$ cat src/rtl/reg_dump_sequencer_if.sv
// Register-bank debug port plus byte stream towards the debug UART transmitter.
// Latency: none, wires only.
// Backpressure: tx_ready_i from the transmitter stalls the byte stream.
interface reg_dump_sequencer_if #(
  parameter int NB_DATA = 32,
  parameter int NB_REG  = 5,
  parameter int NB_BYTE = 8
);
  logic [NB_DATA-1:0] data_ra_i;
  logic               select_debug_o;
  logic [NB_REG-1:0]  addr_reg_debug_o;
  logic [NB_BYTE-1:0] tx_data_o;
  logic               tx_valid_o;
  logic               tx_ready_i;

  // Sequencer side: drives the bank address/select and the byte stream.
  modport master (
    input  data_ra_i,
    input  tx_ready_i,
    output select_debug_o,
    output addr_reg_debug_o,
    output tx_data_o,
    output tx_valid_o
  );

  // Bank/transmitter side.
  modport slave (
    output data_ra_i,
    output tx_ready_i,
    input  select_debug_o,
    input  addr_reg_debug_o,
    input  tx_data_o,
    input  tx_valid_o
  );
endinterface

$ cat src/rtl/reg_dump_sequencer.sv
// Dumps every general-purpose register of the halted core as MSB-first bytes.
// Latency: first byte valid 3 cycles after start; 2 + NB_DATA/NB_BYTE cycles per register.
// Backpressure: tx_ready_i low holds the current byte stable indefinitely.
module reg_dump_sequencer #(
  parameter int NB_DATA = 32,
  parameter int NB_REG  = 5,
  parameter int N_REGS  = 32,
  parameter int NB_BYTE = 8
) (
  input  logic                 clock_i,
  input  logic                 reset_i,
  input  logic                 start_i,
  reg_dump_sequencer_if.master bus,
  output logic                 busy_o,
  output logic                 done_o
);

  localparam int N_BYTES = NB_DATA / NB_BYTE;
  localparam int NB_IDX  = (N_BYTES > 1) ? $clog2(N_BYTES) : 1;
  localparam logic [NB_IDX-1:0] IDX_LAST = NB_IDX'(N_BYTES - 1);
  localparam logic [NB_REG-1:0] CNT_LAST = NB_REG'(N_REGS - 1);

  typedef enum logic [2:0] {
    ST_IDLE,
    ST_SELECT,
    ST_LATCH,
    ST_SEND,
    ST_DONE
  } state_t;

  state_t             state, state_nxt;
  logic [NB_REG-1:0]  cnt, cnt_nxt;
  logic [NB_IDX-1:0]  idx, idx_nxt;
  logic [NB_DATA-1:0] word, word_nxt;
  logic [NB_DATA-1:0] word_shifted;

  logic               sel_dbg;
  logic [NB_REG-1:0]  addr_dbg;
  logic [NB_BYTE-1:0] tx_dat;
  logic               tx_vld;

  // Byte index 0 is the most significant byte of the captured word.
  assign word_shifted = word >> ((N_BYTES - 1 - int'(idx)) * NB_BYTE);

  // State and datapath registers; reset abandons any in-flight byte.
  always_ff @(posedge clock_i or negedge reset_i) begin
    if (!reset_i) begin
      state <= ST_IDLE;
      cnt   <= '0;
      idx   <= '0;
      word  <= '0;
    end else begin
      state <= state_nxt;
      cnt   <= cnt_nxt;
      idx   <= idx_nxt;
      word  <= word_nxt;
    end
  end

  // Next-state logic; outputs decode state/registers only, never tx_ready_i or start_i.
  always_comb begin
    state_nxt = state;
    cnt_nxt   = cnt;
    idx_nxt   = idx;
    word_nxt  = word;
    sel_dbg   = 1'b0;
    addr_dbg  = '0;
    tx_dat    = '0;
    tx_vld    = 1'b0;
    busy_o    = (state != ST_IDLE);
    done_o    = 1'b0;
    case (state)
      ST_IDLE: begin
        if (start_i) begin
          state_nxt = ST_SELECT;
          cnt_nxt   = '0;
        end
      end
      ST_SELECT: begin
        sel_dbg   = 1'b1;
        addr_dbg  = cnt;
        state_nxt = ST_LATCH;
      end
      ST_LATCH: begin
        sel_dbg   = 1'b1;
        addr_dbg  = cnt;
        word_nxt  = bus.data_ra_i;
        idx_nxt   = '0;
        state_nxt = ST_SEND;
      end
      ST_SEND: begin
        // Address keeps its last value; the mux ignores it while deselected.
        addr_dbg = cnt;
        tx_vld   = 1'b1;
        tx_dat   = word_shifted[NB_BYTE-1:0];
        if (bus.tx_ready_i) begin
          if (idx != IDX_LAST) begin
            idx_nxt = idx + 1'b1;
          end else if (cnt == CNT_LAST) begin
            state_nxt = ST_DONE;
          end else begin
            cnt_nxt   = cnt + 1'b1;
            state_nxt = ST_SELECT;
          end
        end
      end
      ST_DONE: begin
        done_o    = 1'b1;
        state_nxt = ST_IDLE;
      end
      default: begin
        state_nxt = ST_IDLE;
      end
    endcase
  end

  assign bus.select_debug_o   = sel_dbg;
  assign bus.addr_reg_debug_o = addr_dbg;
  assign bus.tx_data_o        = tx_dat;
  assign bus.tx_valid_o       = tx_vld;

endmodule

$ cat src/flat_wrapper.sv
// flat-port wrapper written by rule: the top's interface ports become plain ports
module reg_dump_sequencer_flat 
#(
  parameter int NB_DATA = 32,
  parameter int NB_REG  = 5,
  parameter int N_REGS  = 32,
  parameter int NB_BYTE = 8
)
  (clock_i, reset_i, start_i, busy_o, done_o, bus_data_ra_i, bus_tx_ready_i, bus_select_debug_o, bus_addr_reg_debug_o, bus_tx_data_o, bus_tx_valid_o);
  reg_dump_sequencer_if #(.NB_DATA(NB_DATA), .NB_REG(NB_REG), .NB_BYTE(NB_BYTE)) bus_i ();
  input  logic clock_i;
  input  logic reset_i;
  input  logic start_i;
  output logic busy_o;
  output logic done_o;
  input wire logic [$bits(bus_i.data_ra_i)-1:0] bus_data_ra_i;
  input wire logic [$bits(bus_i.tx_ready_i)-1:0] bus_tx_ready_i;
  output wire logic [$bits(bus_i.select_debug_o)-1:0] bus_select_debug_o;
  output wire logic [$bits(bus_i.addr_reg_debug_o)-1:0] bus_addr_reg_debug_o;
  output wire logic [$bits(bus_i.tx_data_o)-1:0] bus_tx_data_o;
  output wire logic [$bits(bus_i.tx_valid_o)-1:0] bus_tx_valid_o;
  assign bus_i.data_ra_i = bus_data_ra_i;
  assign bus_i.tx_ready_i = bus_tx_ready_i;
  assign bus_select_debug_o = bus_i.select_debug_o;
  assign bus_addr_reg_debug_o = bus_i.addr_reg_debug_o;
  assign bus_tx_data_o = bus_i.tx_data_o;
  assign bus_tx_valid_o = bus_i.tx_valid_o;
  reg_dump_sequencer #(.NB_DATA(NB_DATA), .NB_REG(NB_REG), .N_REGS(N_REGS), .NB_BYTE(NB_BYTE)) u_core (.clock_i(clock_i), .reset_i(reset_i), .start_i(start_i), .bus(bus_i), .busy_o(busy_o), .done_o(done_o));
endmodule
$ cat config.mk
export PLATFORM = sky130hd
export DESIGN_NAME = reg_dump_sequencer_flat
export DESIGN_NICKNAME = d
export VERILOG_FILES = /design/src/rtl/reg_dump_sequencer_if.sv /design/src/rtl/reg_dump_sequencer.sv /design/src/flat_wrapper.sv
export SDC_FILE = /design/constraint.sdc
export NUM_CORES = 1
export LEC_CHECK = 0
export ABC_AREA = 1
export CORE_ASPECT_RATIO = 0.8
export CORE_MARGIN = 3
export CORE_UTILIZATION = 41
export DETAILED_ROUTE_END_ITERATION = 16
export GPL_ROUTABILITY_DRIVEN = 1
export GPL_TIMING_DRIVEN = 0
export PLACE_DENSITY = 0.71
export SLEW_MARGIN = 20
export SYNTH_ARGS = -nofsm -noshare
export SYNTH_HDL_FRONTEND = slang
export SYNTH_SLANG_ARGS = --single-unit
$ cat constraint.sdc
create_clock -name clock_i -period 1.5 [get_ports clock_i]
set_input_delay 0.225 -clock clock_i [delete_from_list [all_inputs] [get_ports clock_i]]
set_output_delay 0.225 -clock clock_i [all_outputs]
set_load 0.01 [all_outputs]
==> flow_summary_export.csv <==
group,metric,value,unit
run_status,status,"complete, but fails checks",
run_status,violations,"negative setup slack",
clocking,cts_tree,"built",
logic_synthesis,synthDistinctLibCells,18,
die,dieArea,6167,um2
sta,period_share,116.6,%
sta,worst_hold_slack,0.4428,ns
global_route,grt-ovfl-total,0,
worst_hold_path,hold_path_class,"in2async",
global_route,grt_max_degree,23,
power,p_per_area,1954,nW/um2
sta,fmax,571.7,MHz
drt,avgRoutedWirePerCell,13.37,um
logic_synthesis,yosysTopAreaCell,"dfrtp_1",
drt,remaining_drc_errors,0,
sta,slew_headroom,64.37,%
sta,skew,0.009113,ns
die,fp.dieW,87.05,um
drt,met2_wirelength,2.670,mm
clocking,clkTransAtPathRegs,0.08,ns
logic_synthesis,synthCells,289,
layout,fin_cells,427,
global_route,antenna_found_initial,0,
clocking,clk_path_buf_depth,2,
sta,finalHoldViolCount,0,
logic_synthesis,syn-num-nets,328,
worst_setup_path,worstSetupEndpointType,"output pin",
placed_design,placedCellCount,402,
clocking,clockRootBuffer,"clkbuf_8",
layout,layout-area-overhead-vs-synth,41.23,%
logic_synthesis,synth-seq-cells,42,
sta,tightest_slew,0.5345,ns
worst_setup_path,crit_arrival,1.52,ns
power,irDropWorstVdd,0.8790,mV
die,initial_utilization,44.73,%
global_route,grt_pass1_vias,1998,
drt,dr.first_iter.drc_count,105,
drt,wl_met3,315,um
drt,wl,5.708,mm
global_route,grt_first_pass_wirelength,9.197,mm
sta,post-route-min-period,1.749,ns
logic_synthesis,yosysTopAreaCellShare,48.78,%
clocking,insertion_delay,0.29,ns
die,die_h,70.84,um
layout,layout.cells.most_common,"nand2_1",
die,core,4817,um2
drt,viasPerCell,5.040,
drt,ant_nets,0,
global_route,grt_use_total,18.65,%
placed_design,numPortBuffers,52,
worst_setup_path,required,1.27,ns
worst_setup_path,setup.worst_path.start_class,"flop",
clocking,clock_sinks,42,
sta,timing.final.ws_setup,-0.2491,ns
sta,rsz0062_at_grt,"yes",
layout,nets,406,
drt,wl_met1,2.687,mm
sta,setup_viol,11,
placed_design,finalWeightedCongestion,0.7900,
logic_synthesis,avgSynthCellArea,7.455,um2
logic_synthesis,ys_seq_area_share,48.78,%
power,p_leak,1.531,nW
layout,final_cell_mix,"80 x nand2_1, 40 x nor2_1, 39 x dfrtp_1",
job,maxCapViolCount,0,
die,ioPinCount,53,
layout,n_antenna_cell,0,
placed_design,hpwlAfterDp,3.985,mm
layout,drive_gt1_share,22.89,%
die,rows,22,
worst_setup_path,crit_type,"reg2out",
logic_synthesis,synthTopCellsByArea,"dfrtp_1 49%, nand2_1 15%, nand3_1 8.8%, nor2_1 8.0%, o21ai_0 3.9%",
logic_synthesis,syn_area,2155,um2
worst_setup_path,path_max_fanout,6,
drt,top_layer,"met4",
logic_synthesis,synth_warnings,0,
sta,maxSlewViolCount,0,
drt,vias,2152,
clocking,cts_max_level,2,
clocking,cts_buffers,5,
drt,drt_first_pass_iters,4,
cells in the mapped netlist:
master / n
o21ai_0: 17
nor2_4: 3
nand2_1: 84
nand3_2: 1
nor2_1: 46
inv_2: 4
dfrtp_1: 42
nand2_2: 5
buf_2: 10
clkbuf_1: 4
ha_1: 3
o21ai_1: 8
nand3_1: 38
nor3b_1: 1
inv_1: 13
nand4_1: 1
nor3_1: 1
a21oi_1: 8
layer usage:
metal | GRT usage [%] | vias up
li1 | - | 1076
met1 | 26.65 | 1017
met2 | 28.90 | 54
met3 | 3.725 | 5
met4 | 4.844 | 0
met5 | 0 | -
kinds of logic after synthesis:
| kind of cell | synth area share [%] |
|---|---|
| fa+ha+maj | 1.742 |
| buf+inv | 5.981 |
| flops | 48.78 |
| compound gates | 7.666 |
| simple gates | 35.83 |
repair_timing:
action,in CTS,in global routing
hold endpoints to repair,21,0
hold buffers,1,0
resized for setup,83,34
setup buffers,12,3
endpoints found under the setup margin,22,20
pin swaps,10,16
gates cloned,2,0
power breakdown:
group / switching (mW) / internal (mW) / total, mW / leakage, nW
Sequential: 0.318 / 1.65 / 1.96 / 0.519
Combinational: 1.93 / 1.37 / 3.30 / 0.974
Clock: 0.358 / 0.321 / 0.679 / 0.0383
Total: 2.61 / 3.34 / 5.95 / 1.53
worst max-delay path: stages, from the launching register on:
cell and delay, ns:
dfrtp_1 0.39, buf_6 0.17, buf_4 0.15, nor2_1 0.05, nor2_1 0.09, o21ai_1 0.09
a21oi_1 0.15, buf_2 0.15
final timing paths:
| path | slack, ns | cells past startpoint | from | endpoint |
|---|---|---|---|---|
| worst min-delay path | 0.44 | 2 | reset_i | u_core.word[26] |
| worst max register to register | 0.09 | 9 | u_core.state[1] | u_core.cnt[0] |
| worst max-delay path | -0.25 | 7 | u_core.idx[0] | bus_tx_data_o[1] |
| worst min register to register | 0.47 | 2 | u_core.word[22] | u_core.word[22] |
| min in group clock_i | 0.47 | 2 | u_core.word[22] | u_core.word[22] |
| max in group asynchronous | 0.56 | 3 | reset_i | u_core.state[0] |
state kept, by name (all words and copies together), names as in the netlist:
signal,cells
u_core.word,32
u_core.cnt,5
u_core.idx,2
u_core.state,3
through the flow:
| stage | total power, mW | area (um2) | utilization (%) | setup TNS, ns | setup WS (ns) |
|---|---|---|---|---|---|
| 6_report | 5.947 | 3043 | 63.17 | -1.847 | -0.2491 |
| 2_1_floorplan | 3.736 | 2155 | - | 0 | 0.1072 |
| 5_1_grt | 6.461 | 3043 | 63.17 | -3.051 | -0.3698 |
| 3_5_place_dp | 4.845 | 2773 | 57.56 | -6.557 | -0.6931 |
| 4_1_cts | 5.766 | 2992 | 62.10 | -1.979 | -0.2407 |
| 3_3_place_gp | 4.777 | 2750 | 57.09 | -44.03 | -0.9005 |
cell type report:
cell class,instances,area (um2)
sequential,42,1055
timing repair buffer,71,628.1
clock buffer,7,76.32
tap,60,75.07
buffer,14,92.59
fill,444,1774
inverter,17,68.82
multi-input combinational,216,1047
Power figures use the tool's default switching activity.
